==> config.mk <==
export PLATFORM = sky130hd
export DESIGN_NAME = text_term_ctrl
export DESIGN_NICKNAME = d
export VERILOG_FILES = /design/src/rtl/text_term_pkg.sv /design/src/rtl/text_term_ctrl_key_fifo.sv /design/src/rtl/text_term_ctrl.sv
export SDC_FILE = /design/constraint.sdc
export NUM_CORES = 1
export LEC_CHECK = 0
export CAP_MARGIN = 5
export CELL_PAD_IN_SITES_DETAIL_PLACEMENT = 1
export CELL_PAD_IN_SITES_GLOBAL_PLACEMENT = 2
export CORE_MARGIN = 3
export CORE_UTILIZATION = 33
export DETAILED_ROUTE_END_ITERATION = 16
export PLACE_DENSITY_LB_ADDON = 0.05
export SLEW_MARGIN = 25
export SYNTH_ARGS = -nofsm -noshare
export SYNTH_HDL_FRONTEND = slang
export SYNTH_SLANG_ARGS = --single-unit
==> constraint.sdc <==
create_clock -name clk -period 3.1 [get_ports clk]
set_input_delay 0.93 -clock clk [delete_from_list [all_inputs] [get_ports clk]]
set_output_delay 0.93 -clock clk [all_outputs]
set_load 0.01 [all_outputs]
==> src/rtl/text_term_pkg.sv <==
// Shared constants, state encoding and row-mapping helper for the text terminal write controller.
package text_term_pkg;

    localparam int unsigned DEF_COLS       = 70;
    localparam int unsigned DEF_ROWS       = 30;
    localparam int unsigned DEF_FIFO_DEPTH = 4;

    localparam int unsigned ROW_W  = 5;
    localparam int unsigned COL_W  = 7;
    localparam int unsigned ADDR_W = ROW_W + COL_W;
    localparam int unsigned DATA_W = 8;
    localparam int unsigned CNT_W  = ADDR_W;

    localparam logic [DATA_W-1:0] ASCII_BS    = 8'h08;
    localparam logic [DATA_W-1:0] ASCII_LF    = 8'h0A;
    localparam logic [DATA_W-1:0] ASCII_CR    = 8'h0D;
    localparam logic [DATA_W-1:0] ASCII_SPACE = 8'h20;
    localparam logic [DATA_W-1:0] ASCII_TILDE = 8'h7E;

    typedef enum logic [1:0] {
        ST_CLR_ALL  = 2'd0,
        ST_IDLE     = 2'd1,
        ST_CLR_LINE = 2'd2
    } state_t;

    // Logical line -> physical RAM row for a circular buffer of `rows` lines.
    function automatic logic [ROW_W-1:0] phys_row(input logic [ROW_W-1:0] base,
                                                  input logic [ROW_W-1:0] line,
                                                  input int unsigned      rows);
        logic [ROW_W:0] sum;
        sum = {1'b0, base} + {1'b0, line};
        if (sum >= (ROW_W+1)'(rows)) begin
            sum = sum - (ROW_W+1)'(rows);
        end
        return sum[ROW_W-1:0];
    endfunction

endpackage

==> src/rtl/text_term_ctrl_key_fifo.sv <==
// Small synchronous key FIFO; flush empties it while still taking a same-cycle push.
module key_fifo
    import text_term_pkg::*;
#(
    parameter int unsigned WIDTH = DATA_W,
    parameter int unsigned DEPTH = DEF_FIFO_DEPTH
) (
    input  logic             clk,
    input  logic             reset,
    input  logic             i_push,
    input  logic [WIDTH-1:0] i_data,
    input  logic             i_pop,
    input  logic             i_flush,
    output logic [WIDTH-1:0] o_data,
    output logic             o_full,
    output logic             o_empty
);

    localparam int unsigned AW = (DEPTH > 1) ? $clog2(DEPTH) : 1;

    logic [WIDTH-1:0] r_mem [DEPTH];
    logic [AW:0]      r_wr_ptr;
    logic [AW:0]      r_rd_ptr;
    logic             w_do_push;
    logic             w_do_pop;

    assign o_empty   = (r_wr_ptr == r_rd_ptr);
    assign o_full    = (r_wr_ptr[AW] != r_rd_ptr[AW]) && (r_wr_ptr[AW-1:0] == r_rd_ptr[AW-1:0]);
    assign o_data    = r_mem[r_rd_ptr[AW-1:0]];
    assign w_do_push = i_push && !o_full;
    assign w_do_pop  = i_pop && !o_empty && !i_flush;

    always_ff @(posedge clk) begin
        if (reset) begin
            r_wr_ptr <= '0;
            r_rd_ptr <= '0;
        end else begin
            if (w_do_push) begin
                r_wr_ptr <= r_wr_ptr + (AW+1)'(1);
            end
            if (i_flush) begin
                r_rd_ptr <= r_wr_ptr;
            end else if (w_do_pop) begin
                r_rd_ptr <= r_rd_ptr + (AW+1)'(1);
            end
        end
    end

    always_ff @(posedge clk) begin
        if (w_do_push) begin
            r_mem[r_wr_ptr[AW-1:0]] <= i_data;
        end
    end

endmodule

==> src/rtl/text_term_ctrl.sv <==
// Terminal-style writer for the text-mode character RAM: cursor, LF/CR/BS handling,
// power-up/explicit screen clear and circular scroll with per-line clear.
module text_term_ctrl
    import text_term_pkg::*;
#(
    parameter int unsigned COLS       = DEF_COLS,
    parameter int unsigned ROWS       = DEF_ROWS,
    parameter int unsigned FIFO_DEPTH = DEF_FIFO_DEPTH
) (
    input  logic              clk,
    input  logic              reset,
    input  logic              key_valid,
    input  logic [DATA_W-1:0] key_data,
    output logic              key_ready,
    input  logic              clr_req,
    output logic              wr_en,
    output logic [ADDR_W-1:0] wr_addr,
    output logic [DATA_W-1:0] wr_data,
    output logic [ROW_W-1:0]  row_base,
    output logic [COL_W-1:0]  cur_x,
    output logic [ROW_W-1:0]  cur_y,
    output logic              busy
);

    state_t            r_state;
    state_t            w_state_nxt;

    logic              r_wr_en,    w_wr_en_nxt;
    logic [ADDR_W-1:0] r_wr_addr,  w_wr_addr_nxt;
    logic [DATA_W-1:0] r_wr_data,  w_wr_data_nxt;
    logic [ROW_W-1:0]  r_row_base, w_row_base_nxt;
    logic [COL_W-1:0]  r_cur_x,    w_cur_x_nxt;
    logic [ROW_W-1:0]  r_cur_y,    w_cur_y_nxt;
    logic [ROW_W-1:0]  r_line_row, w_line_row_nxt;
    logic [CNT_W-1:0]  r_cnt,      w_cnt_nxt;
    logic              r_clr_pend, w_clr_pend_nxt;
    logic              r_busy,     w_busy_nxt;

    logic              w_fifo_full;
    logic              w_fifo_empty;
    logic [DATA_W-1:0] w_fifo_data;
    logic              w_push;
    logic              w_pop;
    logic              w_flush;
    logic              w_clr;
    logic              w_is_print;
    logic              w_is_nl;
    logic              w_is_bs;
    logic              w_last_col;
    logic              w_last_row;
    logic              w_newline;
    logic              w_scroll;
    logic              w_sweep_done;
    logic              w_line_done;
    logic [ROW_W-1:0]  w_phys_cur;
    logic [ROW_W-1:0]  w_phys_prev;

    key_fifo #(
        .WIDTH (DATA_W),
        .DEPTH (FIFO_DEPTH)
    ) u_key_fifo (
        .clk     (clk),
        .reset   (reset),
        .i_push  (w_push),
        .i_data  (key_data),
        .i_pop   (w_pop),
        .i_flush (w_flush),
        .o_data  (w_fifo_data),
        .o_full  (w_fifo_full),
        .o_empty (w_fifo_empty)
    );

    assign key_ready = !w_fifo_full && !reset;
    assign w_push    = key_valid && key_ready;

    // A clear request seen in IDLE wins over any queued key.
    assign w_clr   = r_clr_pend || clr_req;
    assign w_flush = (r_state == ST_IDLE) && w_clr;
    assign w_pop   = (r_state == ST_IDLE) && !w_clr && !w_fifo_empty;

    assign w_is_print   = (w_fifo_data >= ASCII_SPACE) && (w_fifo_data <= ASCII_TILDE);
    assign w_is_nl      = (w_fifo_data == ASCII_LF) || (w_fifo_data == ASCII_CR);
    assign w_is_bs      = (w_fifo_data == ASCII_BS);
    assign w_last_col   = (r_cur_x == COL_W'(COLS - 1));
    assign w_last_row   = (r_cur_y == ROW_W'(ROWS - 1));
    assign w_newline    = w_pop && (w_is_nl || (w_is_print && w_last_col));
    assign w_scroll     = w_newline && w_last_row;
    assign w_sweep_done = (r_cnt == {CNT_W{1'b1}});
    assign w_line_done  = (r_cnt == CNT_W'(COLS - 1));
    assign w_phys_cur   = phys_row(r_row_base, r_cur_y, ROWS);
    assign w_phys_prev  = phys_row(r_row_base, r_cur_y - ROW_W'(1), ROWS);

    always_ff @(posedge clk) begin
        if (reset) begin
            r_state <= ST_CLR_ALL;
        end else begin
            r_state <= w_state_nxt;
        end
    end

    always_comb begin
        w_state_nxt = r_state;
        case (r_state)
            ST_CLR_ALL: begin
                if (w_sweep_done) begin
                    w_state_nxt = ST_IDLE;
                end
            end
            ST_IDLE: begin
                if (w_clr) begin
                    w_state_nxt = ST_CLR_ALL;
                end else if (w_scroll) begin
                    w_state_nxt = ST_CLR_LINE;
                end
            end
            ST_CLR_LINE: begin
                if (w_line_done) begin
                    w_state_nxt = ST_IDLE;
                end
            end
            default: w_state_nxt = ST_CLR_ALL;
        endcase
    end

    // busy follows the state one edge late so it brackets exactly the clear writes.
    always_comb begin
        w_wr_en_nxt    = 1'b0;
        w_wr_addr_nxt  = r_wr_addr;
        w_wr_data_nxt  = r_wr_data;
        w_row_base_nxt = r_row_base;
        w_cur_x_nxt    = r_cur_x;
        w_cur_y_nxt    = r_cur_y;
        w_line_row_nxt = r_line_row;
        w_cnt_nxt      = r_cnt;
        w_clr_pend_nxt = r_clr_pend || clr_req;
        w_busy_nxt     = (r_state != ST_IDLE);

        case (r_state)
            ST_CLR_ALL: begin
                w_wr_en_nxt   = 1'b1;
                w_wr_addr_nxt = ADDR_W'(r_cnt);
                w_wr_data_nxt = '0;
                w_cnt_nxt     = r_cnt + CNT_W'(1);
            end
            ST_IDLE: begin
                if (w_clr) begin
                    w_clr_pend_nxt = 1'b0;
                    w_cur_x_nxt    = '0;
                    w_cur_y_nxt    = '0;
                    w_row_base_nxt = '0;
                    w_cnt_nxt      = '0;
                end else if (w_pop) begin
                    if (w_is_print) begin
                        w_wr_en_nxt   = 1'b1;
                        w_wr_addr_nxt = {w_phys_cur, r_cur_x};
                        w_wr_data_nxt = w_fifo_data;
                        if (!w_last_col) begin
                            w_cur_x_nxt = r_cur_x + COL_W'(1);
                        end
                    end else if (w_is_bs) begin
                        if (r_cur_x != '0) begin
                            w_cur_x_nxt   = r_cur_x - COL_W'(1);
                            w_wr_en_nxt   = 1'b1;
                            w_wr_addr_nxt = {w_phys_cur, r_cur_x - COL_W'(1)};
                            w_wr_data_nxt = ASCII_SPACE;
                        end else if (r_cur_y != '0) begin
                            w_cur_y_nxt   = r_cur_y - ROW_W'(1);
                            w_cur_x_nxt   = COL_W'(COLS - 1);
                            w_wr_en_nxt   = 1'b1;
                            w_wr_addr_nxt = {w_phys_prev, COL_W'(COLS - 1)};
                            w_wr_data_nxt = ASCII_SPACE;
                        end
                    end
                    if (w_newline) begin
                        w_cur_x_nxt = '0;
                        if (!w_last_row) begin
                            w_cur_y_nxt = r_cur_y + ROW_W'(1);
                        end else begin
                            // Old top line becomes the new bottom line and must be blanked.
                            w_row_base_nxt = (r_row_base == ROW_W'(ROWS - 1)) ? '0
                                                                              : r_row_base + ROW_W'(1);
                            w_line_row_nxt = r_row_base;
                            w_cnt_nxt      = '0;
                        end
                    end
                end
            end
            ST_CLR_LINE: begin
                w_wr_en_nxt   = 1'b1;
                w_wr_addr_nxt = {r_line_row, COL_W'(r_cnt)};
                w_wr_data_nxt = '0;
                w_cnt_nxt     = w_line_done ? '0 : r_cnt + CNT_W'(1);
            end
            default: ;
        endcase
    end

    always_ff @(posedge clk) begin
        if (reset) begin
            r_wr_en    <= 1'b0;
            r_wr_addr  <= '0;
            r_wr_data  <= '0;
            r_row_base <= '0;
            r_cur_x    <= '0;
            r_cur_y    <= '0;
            r_line_row <= '0;
            r_cnt      <= '0;
            r_clr_pend <= 1'b0;
            r_busy     <= 1'b1;
        end else begin
            r_wr_en    <= w_wr_en_nxt;
            r_wr_addr  <= w_wr_addr_nxt;
            r_wr_data  <= w_wr_data_nxt;
            r_row_base <= w_row_base_nxt;
            r_cur_x    <= w_cur_x_nxt;
            r_cur_y    <= w_cur_y_nxt;
            r_line_row <= w_line_row_nxt;
            r_cnt      <= w_cnt_nxt;
            r_clr_pend <= w_clr_pend_nxt;
            r_busy     <= w_busy_nxt;
        end
    end

    assign wr_en    = r_wr_en;
    assign wr_addr  = r_wr_addr;
    assign wr_data  = r_wr_data;
    assign row_base = r_row_base;
    assign cur_x    = r_cur_x;
    assign cur_y    = r_cur_y;
    assign busy     = r_busy;

endmodule

After elaboration in Yosys (flattened, before gate mapping). Memories as Yosys holds them, arrays and structs flattened. A register that Yosys moved wholly into a read port is not among the register bits. Cells that the tools add are included.

$add $sub $neg: 12. $lt $le $gt $ge: 4. Equal/unequal tests: 25. Multiplexer cells: 61. Bitwise logic cells: 1. Reduce and logical (&&, ||, !) cells: 42.

Operators by type and width (count): two-way mux 12 bit (11); two-way mux 5 bit (15); case mux 12 bit (3 select lines) (2); two-way mux 7 bit (8); two-way mux 8 bit (6); equality test 8 x 4 -> 1 bit (second input constant) (3); AND reduction 5 bit (4); case mux 8 bit (2 select lines) (1); logical AND 1 bit (13); adder 12 x 1 -> 12 bit (second input constant) (1); adder 5 x 5 -> 6 bit (2); equality test 12 bit (second input constant) (1); equality test 12 x 7 -> 1 bit (second input constant) (1); >= comparator 6 x 5 -> 1 bit (second input constant) (2); two-way mux 2 bit (6); inequality test 3 bit (second input constant) (4); adder 5 x 1 -> 5 bit (second input constant) (2); equality test 5 bit (second input constant) (2); nonzero test 2 bit (5); nonzero test 5 bit (2); subtractor 5 bit (second input constant) (2); >= comparator 8 x 6 -> 1 bit (second input constant) (1); <= comparator 8 x 7 -> 1 bit (second input constant) (1); two-way mux 1 bit (8); 29 further kinds (42).

Register bits after elaboration: 65. Bits in writable memories: 32. Bits of input ports: 12. Output and inout port bits: 40. Memories kept: 1.

Memories: u_key_fifo.r_mem (depth 4, width 8, read ports 1, clocked after Yosys merged registers in 1, write ports 1, RTL line text_term_ctrl_key_fifo.sv:21) `logic [WIDTH-1:0] r_mem [DEPTH];`.

Logic depth before layout (Yosys ltp).
Word-level depth: 11. Gate-level depth with buffers: 12. Depth with buffers taken out: 12.

Cells and area by module. Synthesis repeated with hierarchy kept, for this count alone.

Cells, all modules: 641. Area total of the unflattened synthesis: 5903.2 um^2.

Modules (own cells, without submodules): text_term_ctrl (times used 1, cells each 536, area each 4184.0 um^2); key_fifo (times used 1, cells each 105, area each 1719.1 um^2).

Least setup slack after synthesis. No wires, ideal clock.

Kind: reg-to-reg. From: register r_cur_y[1] (netlist: cur_y[1]). To: register r_wr_addr[9] (netlist: wr_addr[9]). Setup time: 0.070 ns. Arrival time: 2.951 ns. Required time: 3.030 ns. Setup slack: 0.079 ns. Cell stages (with the launch flop): 13. Clock period less this slack: 3.021 ns. Cells stage by stage: dfxtp_1 -> inv_1 -> ha_1 -> inv_1 -> fa_1 -> a21o_1 -> a21oi_1 -> xnor2_1 -> a21oi_1 -> o221ai_1 -> mux2_2 -> a311o_1 -> a21oi_1.

Longest elaborated chain between the ends: 11.

RTL lines: start, declared (RTL line text_term_ctrl.sv:33) `logic [ROW_W-1:0] r_cur_y, w_cur_y_nxt;`; start signal, assigned (RTL line text_term_ctrl.sv:216) `r_cur_y <= w_cur_y_nxt;`; subtractor 5 x 1 -> 5 bit (RTL line text_term_ctrl.sv:91) `assign w_phys_prev = phys_row(r_row_base, r_cur_y - ROW_W'(1), ROWS);`; adder 5 x 5 -> 6 bit (RTL line text_term_pkg.sv:31) `sum = {1'b0, base} + {1'b0, line};`; subtractor 5 bit or >= comparator 6 x 5 -> 1 bit (tied branches) (RTL line text_term_pkg.sv:33, text_term_pkg.sv:32); two-way mux 5 bit (RTL line text_term_pkg.sv:32) `if (sum >= (ROW_W+1)'(rows)) begin`; two-way mux 12 bit (RTL line text_term_ctrl.sv:166) `end else if (r_cur_y != '0) begin`; two-way mux 12 bit (RTL line text_term_ctrl.sv:161) `if (r_cur_x != '0) begin`; two-way mux 12 bit (RTL line text_term_ctrl.sv:160) `end else if (w_is_bs) begin`; two-way mux 12 bit (RTL line text_term_ctrl.sv:153) `if (w_is_print) begin`; two-way mux 12 bit (RTL line text_term_ctrl.sv:152) `end else if (w_pop) begin`; two-way mux 12 bit (RTL line text_term_ctrl.sv:146) `if (w_clr) begin`; case mux 12 bit (3 select lines) (RTL line text_term_ctrl.sv:138) `case (r_state)`; end signal, assigned (RTL line text_term_ctrl.sv:212) `r_wr_addr <= w_wr_addr_nxt;`; end, declared (RTL line text_term_ctrl.sv:29) `logic [ADDR_W-1:0] r_wr_addr, w_wr_addr_nxt;`.

Parallel ways exist; a longest one is shown, timed or not. The select of a mux whose other input is x is not followed. A chain may end at the register's enable or synchronous reset.

Worst setup path after layout.
From: register u_key_fifo.r_rd_ptr[0]. To: output port key_ready.

Longest elaborated chain between the ends: 4.

RTL lines: start, declared (RTL line text_term_ctrl_key_fifo.sv:23) `logic [AW:0] r_rd_ptr;`; start signal, assigned (RTL line text_term_ctrl_key_fifo.sv:42) `r_rd_ptr <= r_wr_ptr;`; start signal, assigned (RTL line text_term_ctrl_key_fifo.sv:44) `r_rd_ptr <= r_rd_ptr + (AW+1)'(1);`; equality test 2 bit (RTL line text_term_ctrl_key_fifo.sv:28) `assign o_full = (r_wr_ptr[AW] != r_rd_ptr[AW]) && (r_wr_ptr[AW-1:0] == r_rd_ptr[AW-1:0]);`; logical AND 1 bit (RTL line text_term_ctrl_key_fifo.sv:28); zero test 1 bit (RTL line text_term_ctrl.sv:73) `assign key_ready = !w_fifo_full && !reset;`; logical AND 1 bit (RTL line text_term_ctrl.sv:73); end, declared (RTL line text_term_ctrl.sv:14) `output logic key_ready,`.

No other way between the ends.

==> run summary <==
Number of optimization iterations in the first detailed-route pass -> 4
Total power of the final layout -> 0.00265 W
Most frequent cells in the layout -> 68 x sky130_fd_sc_hd__nand2_1, 66 x sky130_fd_sc_hd__dfxtp_1, 59 x sky130_fd_sc_hd__nor2_1
Total Routed Length -> 17200 um
Die boundary height -> 137 um
Pin slew with the least headroom to its limit -> 623 ps
Worst min-delay path class -> reg -> reg
Source of the worst register-to-register timing path -> row_base[0]
Clock share of power -> 42.2%
Headroom to the max-slew limit -> 58.2%
Worst path arrival time -> 2000 ps
Part of the cycle the worst path needs -> 94.5%
Core area -> 16700 um2
Root buffer selected by CTS -> sky130_fd_sc_hd__clkbuf_16
Final core utilization -> 42.0%
Final number of max-transition violations -> 0
Hold wc startpoint -> wr_data[0]
Number of buffer cells added on primary ports -> 51
Global-route wire length before repair -> 27700 um
Worst hold stages -> 2
Vias in the first global route -> 5073
EDFF count, synth -> 32
Final GP Congestion -> 0.833
Total via count in the routed design -> 4912
Number of buffers created by CTS -> 9
Effective utilization at floorplan -> 33.9%
Number of vias per cell after detailed routing -> 5.35
Number of max-cap violations -> 0
Warnings, synthesis -> 0
Antenna-violating nets left -> 0
Area of combinational cells with multiple inputs -> 3200 um2
Final cell count without fillers -> 918
Gate power share -> 6.2%
Post-route minimum period -> 2930 ps
Worst IR Drop VDD -> 320 uV
Share of the yosys chip area belonging to registers -> 40.7%
Endpoint kind of the worst setup timing path -> primary output
Hpwl dp -> 13300 um
Count of nets after finishing -> 738
DRC Markers -> 0
Leakage power of the design -> 2.61 nW
Crit-path max cell delay -> 580 ps
Clock sink total -> 99
Clock-pin slew of the registers on the worst-case setup and hold paths -> 80 ps
Number of design-rule violations left by the first detailed-router iteration -> 189
Startpoint class of the critical path -> flop
Fill cell instance count of the final layout -> 1904
Max frequency -> 341 MHz
Switching share of power -> 25.0%
TritonCTS clock tree -> done
Top FF cell, synth -> sky130_fd_sc_hd__dfxtp_1
Layout cells sized above 1 -> 14.8%
Post-synthesis net count -> 659
# H-tree levels -> 3
Setup repair after global routing missed its margin -> false
Synthesized instance count -> 614
Diodes inserted -> 0
Number of distinct standard cells referenced by the synthesized netlist -> 73
All-layer global routing usage -> 19.0%
R2R depth -> 10
Hold Violations, Final -> 0
Internal Pwr Total -> 0.00199 W
Area added between synthesis and finish -> 23.9%
Switching Power -> 0.000663 W
Register-to-register setup slack -> 180 ps
Critical path's slowest cell -> sky130_fd_sc_hd__clkdlybuf4s50_1
Synthesized area -> 5650 um2
Overall die area -> 18700 um2
Result of the run -> complete, no violations
Final clock skew -> 9.94 ps
Worst-path maximum fanout -> 6
Largest net degree at the start of global routing -> 53
Wire per inst -> 18.7 um
Initial antenna violation count -> 0
IO Count -> 52
Worst hold endpoint -> wr_data[0]
Width of the chip -> 137 um
Most frequent standard cell in the layout excluding fill and tap cells -> sky130_fd_sc_hd__nand2_1
CTS max path bufs -> 2
Cell row count -> 47
Per-instance average area after synthesis -> 9.21 um2
Data required time at the worst endpoint -> 2170 ps
Insertion delay of the later-clocked pin in the worst-skew pair -> 350 ps
Power Density -> 378 nW/um2
Sequential standard cell area -> 2300 um2
Class of the most critical setup path -> reg -> out
Synth Register Bits -> 99
Worst-path cell chain -> xor2_1 -> nor2_1 -> a21oi_2 -> clkdlybuf4s50_1
Total placed cells including tap cells -> 901
Sequential share of power -> 51.6%
R2R Path End -> wr_addr[11]
Final setup viols -> 0
Share of flip-flops with an asynchronous set or reset -> 0%
Global route overflow -> 0
==> layer usage <==
metal | vias up | wire length [um] | global-route usage (%)
met3 | 23 | 718 | 2.65
met5 | - | 0 | 0
met2 | 78 | 7940 | 30.6
met1 | 2392 | 8230 | 26.4
met4 | 0 | 314 | 5.88
li1 | 2419 | - | -
==> area by class of cell <==
class / instances / area share (%)
flip-flops and latches: 99 / 32.9
multi-input cells: 468 / 45.7
well taps: 220 / 3.93
clock inverters: 7 / 1.04
repair buffers: 96 / 12.2
clock buffers: 9 / 3.21
inverters: 19 / 1.02
==> worst max-delay path, delay by kind of cell, from the launching register on <==
kind / cells / cell delay, ps
compound gates: 1 / 220
simple gates: 1 / 110
xor+xnor: 1 / 320
flops: 1 / 420
buf+inv: 1 / 580
==> power by group through the flow <==
stage | clock network (W) | logic (W) | registers [W]
6_report | 0.00112 | 0.000164 | 0.00137
3_5_place_dp | 0 | 0.000165 | 0.00140
4_1_cts | 0.00115 | 0.000165 | 0.00137
2_1_floorplan | 0 | 0.0000957 | 0.00140
3_3_place_gp | 0 | 0.000161 | 0.00140
5_1_grt | 0.00121 | 0.000182 | 0.00137
==> per-stage QoR <==
step,TNS [ps],hold slack [ps],area [um2],setup WS (ps)
3_5_place_dp,-0.720,447,6660,-0.720
5_1_grt,0,476,7010,4.28
2_1_floorplan,0,432,5650,78.6
3_3_place_gp,0,448,6660,86.6
4_1_cts,0,458,6960,8.61
6_report,0,456,7010,171
==> Yosys cell counts (4+ instances only) <==
cell type | count | area [um2]
sky130_fd_sc_hd__buf_2 | 5 | 25.0
sky130_fd_sc_hd__a211oi_1 | 15 | 113
sky130_fd_sc_hd__o21ai_1 | 6 | 30.0
sky130_fd_sc_hd__dfxtp_1 | 67 | 1340
sky130_fd_sc_hd__mux2i_1 | 5 | 50.1
sky130_fd_sc_hd__ha_1 | 31 | 388
sky130_fd_sc_hd__nand2_1 | 68 | 255
sky130_fd_sc_hd__or4_1 | 4 | 30.0
sky130_fd_sc_hd__and2_1 | 4 | 25.0
sky130_fd_sc_hd__nor2b_1 | 6 | 37.5
sky130_fd_sc_hd__edfxtp_1 | 32 | 961
sky130_fd_sc_hd__clkbuf_1 | 19 | 71.3
sky130_fd_sc_hd__mux4_2 | 8 | 180
sky130_fd_sc_hd__nand3_1 | 27 | 135
sky130_fd_sc_hd__or2_2 | 4 | 25.0
sky130_fd_sc_hd__o31ai_1 | 7 | 52.6
sky130_fd_sc_hd__or3_1 | 10 | 62.6
sky130_fd_sc_hd__a21o_1 | 9 | 67.6
sky130_fd_sc_hd__o211ai_1 | 4 | 30.0
sky130_fd_sc_hd__o21ai_0 | 19 | 95.1
sky130_fd_sc_hd__and4_1 | 4 | 35.0
sky130_fd_sc_hd__nand4_1 | 8 | 50.1
sky130_fd_sc_hd__a21oi_1 | 45 | 225
sky130_fd_sc_hd__and3_1 | 10 | 62.6
sky130_fd_sc_hd__inv_1 | 19 | 71.3
sky130_fd_sc_hd__xnor2_1 | 11 | 96.3
sky130_fd_sc_hd__xor2_1 | 13 | 114
sky130_fd_sc_hd__a31oi_1 | 4 | 25.0
sky130_fd_sc_hd__nor3_1 | 23 | 115
sky130_fd_sc_hd__nor2_1 | 59 | 221
==> what timing repair did <==
item	CTS	global route
setup endpoints to repair	1	4
setup buffers	0	1
hold buffers	0	0
pin swaps	0	3
cloned	0	0
resized for setup	1	10
==> how the worst max path moves through the flow <==
stage / startpoint / end / slack [ps] / depth (start not counted)
floorplan: cur_y[1] / wr_addr[9] / 80 / 12
global placement: clr_req / cur_x[4] / 90 / 9
detailed placement: cur_y[0] / wr_addr[9] / -0.7 / 12
CTS: cur_y[0] / wr_addr[9] / 9 / 12
global route: cur_y[0] / wr_addr[8] / 4 / 13
finish: u_key_fifo.r_rd_ptr[0] / key_ready / 170 / 4
==> cell families after synthesis <==
logic type               after synthesis  synth area share [%]
adder cells (fa/ha/maj)               33                  7.57
AO/OA/AOI/OAI                        145                  17.9
XOR/XNOR                              24                  3.72
flip-flops                            99                  40.7
buffers and inverters                 47                  3.39
multiplexers                          14                  4.27
AND/OR/NAND/NOR                      252                  22.5
==> sequential cells by signal (all words and copies together) (netlist names), named ones only <==
register             cells
busy                     1
u_key_fifo.r_rd_ptr      3
wr_addr                 12
r_cnt                   12
r_state                  2
u_key_fifo.r_mem        32
r_clr_pend               1
wr_en                    1
cur_y                    5
cur_x                    7
wr_data                  8
u_key_fifo.r_wr_ptr      3
row_base                 5
r_line_row               5
(Power assumes the default switching activity.)
